## src/rtl/div_seq.sv

```systemverilog
// rtl/div_seq.sv - multi-cycle radix-2 restoring divider sequencer for MIPS DIV/DIVU
module div_seq #(
  parameter int DATA_W = 32,
  parameter int CNT_W  = 6
) (
  input  logic                  clk,
  input  logic                  rst,
  input  logic                  start,
  input  logic                  signed_div,
  input  logic [DATA_W-1:0]     opdata1,
  input  logic [DATA_W-1:0]     opdata2,
  input  logic                  annul,
  output logic [2*DATA_W-1:0]   result,
  output logic                  ready,
  output logic                  stallreq
);

  typedef enum logic [1:0] {
    S_IDLE    = 2'd0,
    S_DIVZERO = 2'd1,
    S_ON      = 2'd2,
    S_END     = 2'd3
  } state_t;

  localparam logic [CNT_W-1:0] LAST_CNT = CNT_W'(DATA_W - 1);

  state_t              state;
  logic [CNT_W-1:0]    cnt;
  logic [DATA_W-1:0]   dvd;       // dividend magnitude, consumed MSB first by left shifts
  logic [DATA_W-1:0]   dvs;       // divisor magnitude
  logic [DATA_W-1:0]   rem;       // partial remainder
  logic [DATA_W-1:0]   quot;      // quotient bits collected so far
  logic                neg_quot;  // operand signs differ on a signed divide
  logic                neg_rem;   // negative dividend on a signed divide

  logic [DATA_W-1:0]   abs_op1;
  logic [DATA_W-1:0]   abs_op2;
  logic [DATA_W:0]     trial;
  logic [DATA_W:0]     diff;
  logic                q_bit;
  logic [DATA_W-1:0]   rem_nxt;
  logic [DATA_W-1:0]   quot_nxt;
  logic [DATA_W-1:0]   rem_fix;
  logic [DATA_W-1:0]   quot_fix;

  // Operand magnitudes and one shift-subtract step plus the final sign fixup
  always_comb begin
    abs_op1  = opdata1;
    abs_op2  = opdata2;
    trial    = '0;
    diff     = '0;
    q_bit    = 1'b0;
    rem_nxt  = '0;
    quot_nxt = '0;
    rem_fix  = '0;
    quot_fix = '0;

    if (signed_div && opdata1[DATA_W-1]) begin
      abs_op1 = -opdata1;
    end
    if (signed_div && opdata2[DATA_W-1]) begin
      abs_op2 = -opdata2;
    end

    // The shifted remainder needs one extra bit: 2*rem+1 can exceed DATA_W bits
    trial    = {rem, dvd[DATA_W-1]};
    diff     = trial - {1'b0, dvs};
    q_bit    = ~diff[DATA_W];
    rem_nxt  = q_bit ? diff[DATA_W-1:0] : trial[DATA_W-1:0];
    quot_nxt = {quot[DATA_W-2:0], q_bit};

    // -2^31 / -1 falls out naturally: magnitude 0x80000000, no negation
    quot_fix = neg_quot ? -quot_nxt : quot_nxt;
    rem_fix  = neg_rem  ? -rem_nxt  : rem_nxt;
  end

  // Stall while a divide is being accepted or computed; END releases the pipeline
  assign stallreq = ((state == S_IDLE) && start && !annul)
                  || (state == S_ON)
                  || (state == S_DIVZERO);

  // Sequencer: operand capture, iteration, and registered result/ready
  always_ff @(posedge clk) begin
    if (rst) begin
      state    <= S_IDLE;
      cnt      <= '0;
      dvd      <= '0;
      dvs      <= '0;
      rem      <= '0;
      quot     <= '0;
      neg_quot <= 1'b0;
      neg_rem  <= 1'b0;
      result   <= '0;
      ready    <= 1'b0;
    end else begin
      case (state)
        S_IDLE: begin
          result <= '0;
          ready  <= 1'b0;
          if (start && !annul) begin
            dvd      <= abs_op1;
            dvs      <= abs_op2;
            rem      <= '0;
            quot     <= '0;
            cnt      <= '0;
            neg_quot <= signed_div && (opdata1[DATA_W-1] ^ opdata2[DATA_W-1]);
            neg_rem  <= signed_div && opdata1[DATA_W-1];
            if (opdata2 == '0) begin
              state <= S_DIVZERO;
            end else begin
              state <= S_ON;
            end
          end
        end

        S_ON: begin
          if (annul) begin
            state  <= S_IDLE;
            cnt    <= '0;
            result <= '0;
            ready  <= 1'b0;
          end else begin
            rem  <= rem_nxt;
            quot <= quot_nxt;
            dvd  <= {dvd[DATA_W-2:0], 1'b0};
            cnt  <= cnt + CNT_W'(1);
            if (cnt == LAST_CNT) begin
              state  <= S_END;
              result <= {rem_fix, quot_fix};
              ready  <= 1'b1;
            end
          end
        end

        S_DIVZERO: begin
          if (annul) begin
            state  <= S_IDLE;
            result <= '0;
            ready  <= 1'b0;
          end else begin
            state  <= S_END;
            result <= '0;
            ready  <= 1'b1;
          end
        end

        S_END: begin
          // EX keeps start high while stalled elsewhere; hold the result until it lets go
          if (annul || !start) begin
            state  <= S_IDLE;
            result <= '0;
            ready  <= 1'b0;
          end
        end

        default: begin
          state  <= S_IDLE;
          result <= '0;
          ready  <= 1'b0;
        end
      endcase
    end
  end

endmodule

```

## config.mk

```make
export PLATFORM = sky130hd
export DESIGN_NAME = div_seq
export DESIGN_NICKNAME = d
export VERILOG_FILES = /design/src/rtl/div_seq.sv
export SDC_FILE = /design/constraint.sdc
export NUM_CORES = 1
export LEC_CHECK = 0
export BUFFER_PORTS_ARGS = -buffer_cell sky130_fd_sc_hd__buf_2
export CAP_MARGIN = 10
export CORE_UTILIZATION = 55
export DETAILED_ROUTE_END_ITERATION = 6
export PLACE_DENSITY = 0.72
export SYNTH_ARGS = -nofsm -noshare
export SYNTH_HDL_FRONTEND = slang
export SYNTH_SLANG_ARGS = --single-unit
```

## constraint.sdc

```tcl
create_clock -name clk -period 6.9 [get_ports clk]
set_input_delay 1.38 -clock clk [delete_from_list [all_inputs] [get_ports clk]]
set_output_delay 1.38 -clock clk [all_outputs]
set_load 0.02 [all_outputs]
```

Word-level counts from Yosys, hierarchy flattened
Cells that the tools add are included.
{"block": "word_totals", "ff_bits": 202, "elab_cells": 78}
{"block": "classes", "add_sub_neg": 6, "n_eq_ne": 8, "mux": 32, "bitwise": 2, "n_reduce_logical": 20}
{"cell": "two-way mux 32 bit", "count": 9}
{"cell": "two-way mux 64 bit", "count": 3}
{"cell": "one-hot mux 64 bit (3 select lines)", "count": 1}
{"cell": "negation 32 bit", "count": 4}
{"cell": "one-hot mux 32 bit (2 select lines)", "count": 2}
{"cell": "one-hot mux 31 bit (2 select lines)", "count": 1}
{"cell": "subtractor 33 x 32 -> 33 bit", "count": 1}
{"cell": "zero test 32 bit", "count": 1}
{"cell": "two-way mux 31 bit", "count": 1}
{"cell": "two-way mux 2 bit", "count": 6}
{"cell": "two-way mux 6 bit", "count": 2}
{"cell": "one-hot mux 6 bit (2 select lines)", "count": 1}
{"cell": "one-hot mux 2 bit (4 select lines)", "count": 1}
{"cell": "adder 6 x 1 -> 6 bit (second input constant)", "count": 1}
{"cell": "equality test 6 x 5 -> 1 bit (second input constant)", "count": 1}
{"cell": "logical AND 1 bit", "count": 6}
{"cell": "AND reduction 2 bit", "count": 3}
{"cell": "AND reduction 3 bit", "count": 2}
{"cell": "equality test 2 bit (second input constant)", "count": 2}
{"cell": "two-way mux 1 bit", "count": 4}
{"cell": "inequality test 2 bit (second input constant)", "count": 2}
{"cell": "one-hot mux 1 bit (4 select lines)", "count": 1}
{"cell": "logical OR 1 bit", "count": 3}
{"cell": "inequality test 3 x 2 -> 1 bit (second input constant)", "count": 1}
{"cell": "other kinds (8)", "count": 9}

Logic depth before layout (Yosys ltp)
{"block": "logic_depth", "depth_word": 7, "mapped_depth": 27, "ltp_nobuf": 23}

Least setup slack after synthesis
OpenSTA, ideal clock, no wires.
{"block": "synth_timing", "kind": "reg2reg", "startpoint": "register dvd[31]", "endpoint": "register result[60]", "setup_ns": 0.126, "t_arrival_ns": 5.042, "t_required_ns": 6.774, "setup_slack_ns": 1.731, "stages_incl_launch_ff": 26, "path_buffers": 4, "synth_period_minus_slack_ns": 5.169, "cell_sequence": "dfxtp_1 > inv_1 > ha_1 > inv_1 > fa_1 > a211oi_2 > o21ai_1 > o2111ai_1 > a21boi_1 > o211a_1 > buf_6 > clkinv_4 > buf_2 > clkbuf_1 > buf_1 > o21ai_0 > inv_1 > ha_1 > inv_1 > a2111o_1 > or4_4 > o41ai_4 > nand3_2 > o31ai_1 > xor2_1 > o21ai_1"}
{"block": "synth_between", "elab_chain_len": 7}
{"item": "start: declaration", "line_no": "29", "text": "logic [DATA_W-1:0] dvd;"}
{"item": "start signal: assignment", "line_no": "101", "text": "dvd <= abs_op1;"}
{"item": "start signal: assignment", "line_no": "125", "text": "dvd <= {dvd[DATA_W-2:0], 1'b0};"}
{"item": "subtractor 33 x 32 -> 33 bit", "line_no": "67", "text": "diff = trial - {1'b0, dvs};"}
{"item": "two-way mux 32 bit *", "line_no": "69", "text": "rem_nxt = q_bit ? diff[DATA_W-1:0] : trial[DATA_W-1:0];"}
{"item": "negation 32 bit", "line_no": "74", "text": "rem_fix = neg_rem ? -rem_nxt : rem_nxt;"}
{"item": "two-way mux 32 bit *", "line_no": "74"}
{"item": "two-way mux 64 bit *", "line_no": "127", "text": "if (cnt == LAST_CNT) begin"}
{"item": "two-way mux 64 bit *", "line_no": "117", "text": "if (annul) begin"}
{"item": "one-hot mux 64 bit (3 select lines) *", "line_no": "96", "text": "case (state)"}
{"item": "end signal: assignment", "line_no": "129", "text": "result <= {rem_fix, quot_fix};"}
{"item": "end: declaration", "line_no": "13", "text": "output logic [2*DATA_W-1:0] result,"}
Mark *: on every way between the ends. The rest lies on a longest branch, timed or not. The select of a mux whose other input is x is not followed.
A chain may end at the register's enable or synchronous reset.

Final worst setup path
Ends and elaborated chain as after synthesis.

==> results.md <==
- Outcome: finished with violations
- Failing checks: DRC
- Yosys warnings: 0
- Clk slew on worst S/H paths: 0.06 ns
- Startpoint types: flip-flop
- HP Start: result[21]
- CTS tree: built
- Die height: 157 microns
- Routed Wire Length: 37.3 mm
- Max-cap violations: 0
- Reg2Reg Launch Point: dvd[31]
- Initial antenna violation count: 0
- Family with the most delay on the worst path: compound AO/OA/AOI/OAI gates
- Post-CTS resize count: 0
- Synth Instances: 1,733
- Share of the synthesized area in the top cell type: 30.7%
- Seq/Total Area, Yosys: 30.7%
- CTS sink cnt: 202
- Peak VDD IR: 0.000153 V
- Avg Cell Area, Syn: 7.59 sq um
- Worst slew margin: 19.0%
- Final clock skew: 0.0191 ns
- Antenna violation net count after detailed routing: 0
- Number of enable flip-flop cells after synthesis: 0
- Crit end category: flip-flop
- Asr flop ratio synth: 0%
- CP dominant cell by count: inv_1
- Number of remaining DRC errors: 1
- Via count: 12,900
- Worst-path cell chain: inv_1, ha_1, inv_1, fa_1, a211oi_2, o21ai_1, o2111ai_1, a21o_1, o211a_1, clkinv_4, nand2_1, o21ai_0, inv_1, ha_1, inv_1, a2111o_1, or4_4, o41ai_4, nand3_2, o31ai_1, xor2_1, o21ai_1
- Max-slew violation count: 0
- Synth top area cells: dfxtp_1, nor2_1, nand2_1, a21oi_1, a22oi_1
- Total CTS buffers: 23
- HP Class: flip-flop to flip-flop
- Initial Utilization: 56.0%
- Worst-Margin Slew: 1.22 ns
- # Post-CTS Setup Buffers: 0
- Largest net degree at the start of global routing: 93
- Synthesis-stage register bit count: 202
- Post-synth top area cell: dfxtp_1
- Cell Pwr Density: 300 nW/um^2
- Die width: 157 microns
- GRT overflow: 0
- Global-route wire length before repair: 59.7 mm
- Critical Path Fanout Max: 12
- GRT Resource Usage Total: 30.3%
- 1st-iter DRT viols: 1,161
- # hold bufs at CTS: 0
- Share of cells above drive strength 1: 13.4%
- Syn_nets: 1,845
- Num ports: 135
- CP startpoint: dvd[31]
- Mapped Area: 13,200 sq um
- Final min period: 5.23 ns
- HPWL Detailed: 27.1 mm
- Clk buf depth: 3
- Port Buffer Count: 134
- Final net count: 1,910
- Synth cell types: 100
- Core Region: 23,500 sq um
- Final setup fails: 0
- Vias in the first global route: 11,500
- Htree depth: 1
- Fin crit share: 75.9%
- Static leakage: 5.92 nW
- RSZ-0062 raised after global routing: false
- TNS Setup: 0 ns
- Hold Vio Cnt, Final: 0
- Hold Slack: 0.447 ns
- Placer Congestion: 0.952
- CP peak stage delay: 0.46 ns
- FP Rows: 56
- TritonRoute pass-1 iters: 7
- Critical Path RT: 7.28 ns
- Worst-skew pair later-pin latency: 0.53 ns
- CP Buf/Inv Count: 5
- Drt via density: 6.04
- Die Area: 24,500 sq um
- P&R area growth vs syn: 11.7%
- Number of diodes: 0
- WP data arrival: 5.62 ns
- FMAX: 191 MHz
- Root buf cell: clkbuf_16
- Wire per inst: 17.5 microns
- Most used DFF post-synth: dfxtp_1
- Crit path max-delay cell type: or4_4
- WS Path Type: flip-flop to flip-flop
==> stage by stage <==
stage | cells | setup WS, ns | total power [mW] | utilization, % | instance area (sq um)
5_1_grt | 2134 | 1.26 | 4.67 | 62.6 | 14700
3_5_place_dp | 2091 | 1.77 | 3.12 | 59.2 | 13900
4_1_cts | 2133 | 1.71 | 4.40 | 62.5 | 14700
3_3_place_gp | 2091 | 1.93 | 3.11 | 59.2 | 13900
6_report | 2134 | 1.67 | 4.41 | 62.6 | 14700
2_1_floorplan | 1733 | 1.73 | 2.67 | - | 13200
==> worst min-delay path, stage by stage (launching register included) <==
cell and delay [ns]:
dfxtp_1 0.32, nand2_1 0.04, o21ai_0 0.05
==> cells in the final DEF, fill, tap and decap left out, types with 28 or more instances in the layout <==
master / Yosys / final
ha_1: 42 / 42
xor2_1: 57 / 57
nor3_1: 35 / 35
o21ai_0: 99 / 99
a22oi_1: 83 / 83
nor2_1: 233 / 231
or3_1: 28 / 28
buf_2: 17 / 133
a21oi_1: 127 / 125
a211oi_1: 35 / 35
xnor2_1: 68 / 68
inv_1: 66 / 66
dfxtp_1: 202 / 202
nand2_1: 211 / 211
==> final timing paths <==
kind,to,slack (ns),cells past startpoint
setup / recovery,result[60],1.67,22
setup reg to reg,result[60],1.67,22
hold / removal,result[21],0.45,2
hold reg to reg,result[21],0.45,2
==> per-layer routing <==
| metal | vias up | track usage, % | routed length (microns) |
|---|---|---|---|
| met5 | - | 0 | 0 |
| met4 | 0 | 8.82 | 942 |
| met3 | 66 | 4.24 | 2690 |
| met2 | 434 | 47.5 | 16600 |
| met1 | 6028 | 43.1 | 17000 |
| li1 | 6362 | - | - |
==> final cells by class <==
cell class | count | area [sq um]
repair buffers | 147 | 774
flip-flops and latches | 202 | 4040
multi-input cells | 1356 | 8430
fillers | 2125 | 8780
inverters | 68 | 260
clock buffers | 32 | 639
well taps | 319 | 399
clock inverters | 10 | 140
==> flip-flops by register name, summed over array words and instances (netlist names) <==
signal    count
dvd          32
dvs          32
neg_quot      1
state         2
ready         1
neg_rem       1
result       64
quot         31
rem          32
cnt           6
==> logic make-up after synthesis <==
| group | after synthesis | synth area share (%) |
|---|---|---|
| XOR/XNOR | 125 | 8.32 |
| adder cells (fa/ha/maj) | 43 | 4.15 |
| AO/OA/AOI/OAI | 520 | 26.8 |
| flip-flops | 202 | 30.7 |
| AND/OR/NAND/NOR | 650 | 23.1 |
| multiplexers | 18 | 1.52 |
| buffers and inverters | 175 | 5.34 |
==> synthesized netlist by cell type, types with 6 or more instances <==
cell and n:
nand2_1 211, xor2_1 57, and3_1 6, a211oi_1 35, mux2_2 6, o21ai_0 99
o211ai_1 14, o21ai_1 16, nor2_1 233, or2_2 10, a22oi_1 83, nor3_1 35
and2_1 13, a21o_1 15, inv_1 66, a21oi_1 127, mux2i_1 11, o31ai_1 23
dfxtp_1 202, buf_1 13, buf_2 17, or3_1 28, clkbuf_1 74, nand2b_1 11
xnor2_1 68, nor4_1 17, nand3_1 21, a311oi_1 13, or4_1 16, o41ai_1 10
nand4_1 11, ha_1 42, o21a_1 9
==> power by group <==
part           internal (mW)  total (mW)  switching, mW
Sequential              1.26        1.32         0.0579
Combinational          0.592        1.83           1.24
Clock                  0.763        1.27          0.502
Total                   2.62        4.41           1.80
Power figures use the tool's default switching activity.
